[src/rtl/instruction_loader_if.sv]
// Byte-stream input, instruction-memory write port and session status of the loader.
// The loader uses the slave modport; whatever feeds it uses the master modport.
interface instruction_loader_if;
  logic        start;
  logic [7:0]  in_data;
  logic        in_valid;
  logic        in_ready;
  logic        mem_wr_en;
  logic [31:0] mem_addr;
  logic [31:0] mem_data;
  logic        busy;
  logic        done;
  logic        overflow;
  logic [15:0] words_loaded;

  modport master (
    output start, in_data, in_valid,
    input  in_ready, mem_wr_en, mem_addr, mem_data, busy, done, overflow, words_loaded
  );

  modport slave (
    input  start, in_data, in_valid,
    output in_ready, mem_wr_en, mem_addr, mem_data, busy, done, overflow, words_loaded
  );
endinterface

[src/rtl/instruction_loader.sv]
// Loads a length-prefixed big-endian byte stream into instruction memory, one word per WRITE cycle.
// Words past DEPTH are still consumed, but their write is suppressed and overflow is flagged.
module instruction_loader #(
  parameter logic [31:0] BASE_ADDR = 32'h0000_0000,
  parameter int unsigned DEPTH     = 256
) (
  input  logic                 clk,
  input  logic                 rst_n,
  instruction_loader_if.slave  bus
);

  typedef enum logic [2:0] {
    S_IDLE,
    S_LEN_HI,
    S_LEN_LO,
    S_DATA,
    S_WRITE,
    S_DONE
  } state_t;

  state_t      r_state;
  state_t      w_next;
  logic [15:0] r_len;
  logic [15:0] r_index;
  logic [15:0] r_wordsLoaded;
  logic [1:0]  r_byteCnt;
  logic [23:0] r_word;
  logic        r_memWrEn;
  logic        r_overflow;
  logic [31:0] r_memAddr;
  logic [31:0] r_memData;

  logic        w_inReady;
  logic        w_busy;
  logic        w_done;
  logic        w_xfer;
  logic        w_inRange;
  logic [15:0] w_indexNext;

  assign w_indexNext = r_index + 16'd1;
  assign w_inRange   = ({16'd0, r_index} < DEPTH);
  assign w_xfer      = bus.in_valid && w_inReady;

  always_ff @(posedge clk or negedge rst_n) begin
    if (!rst_n) r_state <= S_IDLE;
    else        r_state <= w_next;
  end

  // in_ready is a pure state decode, so in_valid never reaches it combinationally.
  always_comb begin
    w_next    = r_state;
    w_inReady = 1'b0;
    w_busy    = 1'b0;
    w_done    = 1'b0;
    unique case (r_state)
      S_IDLE: begin
        if (bus.start) w_next = S_LEN_HI;
      end
      S_LEN_HI: begin
        w_inReady = 1'b1;
        w_busy    = 1'b1;
        if (bus.in_valid) w_next = S_LEN_LO;
      end
      S_LEN_LO: begin
        w_inReady = 1'b1;
        w_busy    = 1'b1;
        if (bus.in_valid)
          w_next = ({r_len[15:8], bus.in_data} == 16'd0) ? S_DONE : S_DATA;
      end
      S_DATA: begin
        w_inReady = 1'b1;
        w_busy    = 1'b1;
        if (bus.in_valid && (r_byteCnt == 2'd3)) w_next = S_WRITE;
      end
      S_WRITE: begin
        w_busy = 1'b1;
        w_next = (w_indexNext == r_len) ? S_DONE : S_DATA;
      end
      S_DONE: begin
        w_done = 1'b1;
        if (bus.start) w_next = S_LEN_HI;
      end
      default: w_next = S_IDLE;
    endcase
  end

  // The write port is loaded on the 4th byte so it is valid during the WRITE cycle and then holds.
  always_ff @(posedge clk or negedge rst_n) begin
    if (!rst_n) begin
      r_len         <= 16'd0;
      r_index       <= 16'd0;
      r_wordsLoaded <= 16'd0;
      r_byteCnt     <= 2'd0;
      r_word        <= 24'd0;
      r_memWrEn     <= 1'b0;
      r_overflow    <= 1'b0;
      r_memAddr     <= 32'd0;
      r_memData     <= 32'd0;
    end else begin
      r_memWrEn <= 1'b0;
      unique case (r_state)
        S_IDLE, S_DONE: begin
          if (bus.start) begin
            r_len         <= 16'd0;
            r_index       <= 16'd0;
            r_wordsLoaded <= 16'd0;
            r_byteCnt     <= 2'd0;
            r_overflow    <= 1'b0;
          end
        end
        S_LEN_HI: begin
          if (w_xfer) r_len[15:8] <= bus.in_data;
        end
        S_LEN_LO: begin
          if (w_xfer) r_len[7:0] <= bus.in_data;
        end
        S_DATA: begin
          if (w_xfer) begin
            r_word    <= {r_word[15:0], bus.in_data};
            r_byteCnt <= r_byteCnt + 2'd1;
            if (r_byteCnt == 2'd3) begin
              r_memWrEn <= w_inRange;
              r_memAddr <= BASE_ADDR + {14'd0, r_index, 2'b00};
              r_memData <= {r_word, bus.in_data};
            end
          end
        end
        S_WRITE: begin
          r_index <= w_indexNext;
          if (r_memWrEn) r_wordsLoaded <= r_wordsLoaded + 16'd1;
          else           r_overflow    <= 1'b1;
        end
        default: ;
      endcase
    end
  end

  assign bus.in_ready     = w_inReady;
  assign bus.busy         = w_busy;
  assign bus.done         = w_done;
  assign bus.mem_wr_en    = r_memWrEn;
  assign bus.mem_addr     = r_memAddr;
  assign bus.mem_data     = r_memData;
  assign bus.overflow     = r_overflow;
  assign bus.words_loaded = r_wordsLoaded;

endmodule

[src/flat_wrapper.sv]
// flat-port wrapper written by rule: the top's interface ports become plain ports
module instruction_loader_flat 
#(
  parameter logic [31:0] BASE_ADDR = 32'h0000_0000,
  parameter int unsigned DEPTH     = 256
)
  (clk, rst_n, bus_start, bus_in_data, bus_in_valid, bus_in_ready, bus_mem_wr_en, bus_mem_addr, bus_mem_data, bus_busy, bus_done, bus_overflow, bus_words_loaded);
  instruction_loader_if bus_i ();
  input  logic clk;
  input  logic rst_n;
  input wire logic [$bits(bus_i.start)-1:0] bus_start;
  input wire logic [$bits(bus_i.in_data)-1:0] bus_in_data;
  input wire logic [$bits(bus_i.in_valid)-1:0] bus_in_valid;
  output wire logic [$bits(bus_i.in_ready)-1:0] bus_in_ready;
  output wire logic [$bits(bus_i.mem_wr_en)-1:0] bus_mem_wr_en;
  output wire logic [$bits(bus_i.mem_addr)-1:0] bus_mem_addr;
  output wire logic [$bits(bus_i.mem_data)-1:0] bus_mem_data;
  output wire logic [$bits(bus_i.busy)-1:0] bus_busy;
  output wire logic [$bits(bus_i.done)-1:0] bus_done;
  output wire logic [$bits(bus_i.overflow)-1:0] bus_overflow;
  output wire logic [$bits(bus_i.words_loaded)-1:0] bus_words_loaded;
  assign bus_i.start = bus_start;
  assign bus_i.in_data = bus_in_data;
  assign bus_i.in_valid = bus_in_valid;
  assign bus_in_ready = bus_i.in_ready;
  assign bus_mem_wr_en = bus_i.mem_wr_en;
  assign bus_mem_addr = bus_i.mem_addr;
  assign bus_mem_data = bus_i.mem_data;
  assign bus_busy = bus_i.busy;
  assign bus_done = bus_i.done;
  assign bus_overflow = bus_i.overflow;
  assign bus_words_loaded = bus_i.words_loaded;
  instruction_loader #(.BASE_ADDR(BASE_ADDR), .DEPTH(DEPTH)) u_core (.clk(clk), .rst_n(rst_n), .bus(bus_i));
endmodule
[config.mk]
export PLATFORM = sky130hd
export DESIGN_NAME = instruction_loader_flat
export DESIGN_NICKNAME = d
export VERILOG_FILES = /design/src/rtl/instruction_loader_if.sv /design/src/rtl/instruction_loader.sv /design/src/flat_wrapper.sv
export SDC_FILE = /design/constraint.sdc
export NUM_CORES = 1
export LEC_CHECK = 0
export ABC_AREA = 1
export ABC_CLOCK_PERIOD_IN_PS = 2200
export CORE_ASPECT_RATIO = 0.8
export CORE_MARGIN = 2
export CORE_UTILIZATION = 30
export DETAILED_ROUTE_END_ITERATION = 8
export GPL_TIMING_DRIVEN = 0
export PLACE_DENSITY = 0.48
export SYNTH_ARGS = -nofsm -noshare
export SYNTH_HDL_FRONTEND = slang
export SYNTH_SLANG_ARGS = --single-unit
[constraint.sdc]
create_clock -name clk -period 2.2 [get_ports clk]
set_input_delay 0.22 -clock clk [delete_from_list [all_inputs] [get_ports clk]]
set_output_delay 0.22 -clock clk [all_outputs]
set_load 0.01 [all_outputs]
==> out/results.ini, run 1 <==
[outcome]
status=complete, no violations

[floorplan]
coreArea_um2=19700
die-area_um2=21000
fp.dieH_um=130
core.rowCount=46
start_util_pct=30.3
io_pins=97
die_w_um=162

[global_route]
grt_pass1_vias=4852
antenna_found_initial=0
grt.total_usage_pct=16.4
grt_first_pass_wirelength_mm=26.6
grt_overflow=0
grt_max_degree=88

[setup_path]
r2r-start=u_core.r_index[0]$_DFFE_PN0P_
cp.required_ps=2500
worstPathCellList=ha_1 -> nand2_1 -> nor2_4 -> nand3_1 -> nand3_1 -> nand2_1 -> nor2_1 -> nand2_1 -> nor2_1 -> nand3_1 -> nand2_1 -> nand2_1 -> nand2_1 -> nand2_1
cp_top_family=simple AND/OR/NAND/NOR gates
worst-path-buf-inv=0
worstPathMaxFanout=8
cp_common_cell=nand2_1
cp.arrival_ps=2380
r2r-end=u_core.r_state[1]$_DFFE_PN0P_
regToRegSetupSlack_ps=120
critPathKind=flop to flop
cp_slowest_cell=dfrtp_1
start_kind=flop
reg2reg_depth=14
cpPeakStageDelay_ps=390
critPathCaptureType=flop

[place]
dp_cells=1071
portBuffers=80
gp_congestion=0.832
placed_cell_area_um2=7180
hpwl_mm=12.0

[synth]
synth-async-reset-ratio_pct=100
ys_top_cells_by_area=dfrtp_1, nand2_1, o21ai_0, inv_1, nand3_1
synth_top_area_share_pct=53.3
syn_area_um2=5970
synth.ff_latch_count=127
synth_edf_count=0
synth_top_area_cell=dfrtp_1
synth_cell_types=40
ys_seq_area_share_pct=53.3
yosys-top-cells-count=nand2_1, dfrtp_1, o21ai_0
post-synth-top-count-cell=nand2_1
synthCells=711
syn_area_per_cell_um2=8.39
yosysWarnings=0
synth_ff_type=dfrtp_1

[cells_and_area]
fin_cells=1103
regArea_um2=3180
drive_above_1_share_pct=9.77
design_area_um2=7780
fill_cells=2049
multiInputGateArea_um2=2320
num_antenna_cells=0
syn_to_final_growth_pct=30.4
final_nets=841

[timing]
setup_viol=0
slew_viol_final=0
period_share_pct=94.7
min_period_ps=2080
holdWs_ps=292
max_freq_ghz=0.480
rsz0062_at_grt=yes
worst_pin_slew_ps=709
hold_viol_final=0
skew_ps=6.81
max_slew_margin_pct=52.6

[clock_tree]
cts-buffers-inserted=17
clk_path_buf_depth=2
cts-root-buf=clkbuf_16
htreeDepth=4
cts_num_sinks=127
worstSkewPairLatency_ps=420
postCtsSetupBuffers=0
cts_tree=built
path_clk_slew_ps=60

[route]
post-route-drc-count=0
vias_per_cell=4.60
vias=5078
drt-wirelength-per-cell_um=14.7
wirelength_mm=16.2
first_pass_iters=5
drtAntennaViolNets=0
drtIter0Drc=386

[job]
maxCapViolCount=0

[pwr]
finalPower_w=0.00839
vdd_drop_max_mv=0.480
p_leak_nw=3.59
powerDensity_nw_per_um2=1080

[min_path]
hold_class=input port to asynchronous set/reset pin

[cell usage in the layout, fill, tap and decap left out, types with 2 or more instances in the layout]
cell	Yosys	routed
clkbuf_1	16	17
dfrtp_1	127	126
xnor2_1	2	2
inv_1	80	80
clkdlybuf4s50_1	0	78
o22ai_1	16	16
nor2_2	6	7
nor2_1	29	27
nor4_1	5	5
clkbuf_16	0	17
a21oi_1	11	11
xor2_1	6	6
o21ai_0	88	88
inv_2	6	6
conb_1	1	16
and3_1	2	2
nor3_1	3	3
nand3_1	57	57
clkbuf_8	0	2
clkinv_2	0	3
o31ai_1	2	2
buf_6	1	2
nand2_2	3	3
ha_1	3	3
buf_4	17	17
nand2_1	196	196
bufinv_16	0	2
nand4_1	12	12
nor2_4	5	6
o21ai_1	2	2
clkinvlp_4	0	4
[state kept, by name, summed over array words and instances (netlist names)]
name / flops
u_core.bus.mem_addr: 16
u_core.bus.mem_data: 32
u_core.bus.mem_wr_en: 1
u_core.bus.overflow: 1
u_core.bus.words_loaded: 16
u_core.r_byteCnt: 2
u_core.r_index: 16
u_core.r_len: 16
u_core.r_state: 3
u_core.r_word: 24
[routing by layer]
layer	vias up	part of all wire (%)	global-route usage, %
met1	2401	53	25.7
met5	-	0	0
li1	2528	-	-
met4	0	0.79	3.90
met2	137	39	22.3
met3	12	6.7	4.32
[through the flow]
step,TNS [ps],worst slack (ps),utilization (%)
2_1_floorplan,0,494,-
3_3_place_gp,-576620,-4560,36.3
3_5_place_dp,-70.4,-70.4,36.5
4_1_cts,0,23.4,39.5
5_1_grt,-32.7,-32.7,39.5
6_report,0,117,39.5
[worst register-to-register path: stages (launching register included)]
cell and delay, ps:
dfrtp_1 390, ha_1 220, nand2_1 110, nor2_4 260, nand3_1 140, nand3_1 100, nand2_1 50, nor2_1 100
nand2_1 60, nor2_1 210, nand3_1 110, nand2_1 70, nand2_1 50, nand2_1 50, nand2_1 40
[repair_timing]
action                                  CTS  global route
pin swaps                                 0             0
hold buffers                              1             0
endpoints found under the hold margin    40             0
endpoints found under the setup margin    1             9
resized for setup                         5             5
[report_power, final]
group	internal [W]	switching (W)	total (W)
sequential	0.00290	0.000362	0.00326
clock	0.00169	0.00105	0.00274
combinational	0.000969	0.00142	0.00239
[layout make-up]
cell class                      instances  area share (%)
Buffer                                 34            2.72
Clock buffer                           22            5.84
Timing Repair Buffer                   82            10.8
Tap cell                              264            4.25
Inverter                               87            4.20
Clock inverter                         10            1.46
Multi-Input combinational cell        477            29.9
Sequential cell                       127            40.9
[kinds of logic (layout without fill, tap and decap cells)]
family / count (synthesis) / after routing / share of synthesized area, %
fa+ha+maj: 3 / 3 / 0.629
other cells: 1 / 16 / 0.0628
buf+inv: 122 / 235 / 8.89
flops: 127 / 127 / 53.3
simple gates: 325 / 325 / 24.2
xor+xnor: 9 / 9 / 1.57
compound gates: 124 / 124 / 11.4
[worst max path at each step]
stage                                   from                                   to  slack (ps)  depth (start not counted)
2_1_floorplan  u_core.r_index[0]$_DFFE_PN0P_        u_core.r_state[1]$_DFFE_PN0P_         490                         12
3_3_place_gp                           rst_n  u_core.bus.mem_data[20]$_DFFE_PN0P_       -4560                          1
3_5_place_dp   u_core.r_state[0]$_DFFE_PN0P_                             bus_busy         -70                          6
4_1_cts        u_core.r_index[0]$_DFFE_PN0P_        u_core.r_state[1]$_DFFE_PN0P_          20                         14
5_1_grt        u_core.r_index[0]$_DFFE_PN0P_        u_core.r_state[1]$_DFFE_PN0P_         -30                         14
6_report       u_core.r_index[0]$_DFFE_PN0P_        u_core.r_state[1]$_DFFE_PN0P_         120                         14
(Power assumes the default switching activity.)
==> inputs of run 2 (changes only) <==
CTS_CLUSTER_DIAMETER = 150   (was default)
==> results of run 2 <==
Same layout as run 1: the final DEF is identical, and so are final timing and power.
==> inputs of run 3 (changes only) <==
CORE_MARGIN = 10   (was 2)
==> out/results.ini, run 3 (synthesized netlist as in run 1, its figures left out) <==
[outcome]
status=complete, no violations

[setup_path]
r2r-end=u_core.r_state[1]$_DFFE_PN0P_
critPathCaptureType=primary output
worstPathMaxFanout=10
start_kind=flop
r2r-start=u_core.r_index[1]$_DFFE_PN0P_
regToRegSetupSlack_ps=180
critPathKind=flop to primary output
cp.required_ps=1980
reg2reg_depth=12
cp.arrival_ps=1830

[timing]
worst_pin_slew_ps=727
setup_ws_ps=149
slew_viol_final=0
fin_tns_setup_ps=0
min_period_ps=2050
max_freq_ghz=0.487
skew_ps=19.6
period_share_pct=93.2
setup_viol=0
rsz0062_at_grt=yes
hold_viol_final=0
holdWs_ps=281
max_slew_margin_pct=51.5

[floorplan]
die-area_um2=26000
coreArea_um2=19700
fp.dieH_um=146
die_w_um=178
core.rowCount=46
start_util_pct=30.3
io_pins=97

[global_route]
grt_use_met3_pct=4.77
grt_first_pass_wirelength_mm=28.4
grt_overflow=0
globalRouteMet1Util_pct=20.5
grt.total_usage_pct=13.8
grt_pass1_vias=5116
grt_util_met2_pct=18.2
grt_max_degree=89
antenna_found_initial=0
grt.busiest_layer=met1

[route]
drtAntennaViolNets=0
vias=5161
drt-wirelength-per-cell_um=15.6
drtIter0Drc=408
post-route-drc-count=0
vias_per_cell=4.67
wirelength_mm=17.2
first_pass_iters=5

[cells_and_area]
final_nets=842
largest_reg_flops=32
design_area_um2=7890
regArea_um2=3180
final_common_cell=nand2_1
syn_to_final_growth_pct=32.1
fill_cells=2032
layout_common_cells=nand2_1, dfrtp_1, o21ai_0
drive_above_1_share_pct=11.0
multiInputGateArea_um2=2340
num_antenna_cells=0

[clock_tree]
path_clk_slew_ps=60
cts-root-buf=clkbuf_16
cts-buffers-inserted=17
htreeDepth=4
cts_tree=built
worstSkewPairLatency_ps=430
cts_num_sinks=127
clk_path_buf_depth=2
postCtsSetupBuffers=0

[min_path]
hold_class=input port to asynchronous set/reset pin

[job]
maxCapViolCount=0

[pwr]
p_leak_nw=3.64
vdd_drop_max_mv=0.548
powerDensity_nw_per_um2=1120
finalPower_w=0.00882

[place]
place_ws_ps=-110
placed_cell_area_um2=7180
gp_congestion=0.822
hpwl_mm=12.9
portBuffers=80

[run 3: area by class of cell]
| type | instances | area share, % |
|---|---|---|
| timing repair buffer | 82 | 10.6 |
| sequential | 127 | 40.3 |
| inverter | 87 | 4.14 |
| buffer | 35 | 2.92 |
| clock inverter | 11 | 2.27 |
| tap | 264 | 4.19 |
| clock buffer | 21 | 5.84 |
| multi-input combinational | 477 | 29.7 |
[run 3: report_power, final]
part,switching [W],internal [W],total [W]
sequential,0.000367,0.00290,0.00327
clock,0.00110,0.00197,0.00307
combinational,0.00149,0.000997,0.00248
[run 3: how the worst max path moves through the flow]
stage	from	endpoint	slack [ps]	cells past startpoint
finish	u_core.r_state[0]$_DFFE_PN0P_	bus_busy	150	6
CTS	u_core.r_index[1]$_DFFE_PN0P_	u_core.r_state[1]$_DFFE_PN0P_	9	12
global placement	rst_n	u_core.bus.mem_data[19]$_DFFE_PN0P_	-4530	1
floorplan	u_core.r_index[0]$_DFFE_PN0P_	u_core.r_state[1]$_DFFE_PN0P_	490	12
detailed placement	u_core.r_state[0]$_DFFE_PN0P_	bus_busy	-110	6
global route	u_core.r_index[0]$_DFFE_PN0P_	u_core.r_state[1]$_DFFE_PN0P_	-20	16
[run 3: repair_timing]
action                                  CTS  global route
endpoints found under the hold margin    39             0
gates resized for setup                   6            17
endpoints found under the setup margin    1            20
hold buffers                              1             0
pin swaps                                 0             2
[run 3: routing by layer]
metal  routed length (um)  up-vias
met5                    0        -
met4                  167        0
met1                 8890     2474
li1                     -     2528
met2                 6780      142
met3                 1390       17
[run 3: worst max-delay path, cell delays in order (launching register included)]
cell           delay, ps
dfrtp_2              430
nor2_2                60
nand2_1              100
inv_2                 80
clkbuf_16            180
or2_2                270
dlygate4sd2_1        290
[run 3: through the flow]
stage / instances / utilization [%]
3_5_place_dp: 1071 / 36.5
4_1_cts: 1104 / 39.9
5_1_grt: 1104 / 40.1
6_report: 1104 / 40.1
2_1_floorplan: 726 / -
3_3_place_gp: 1070 / 36.3
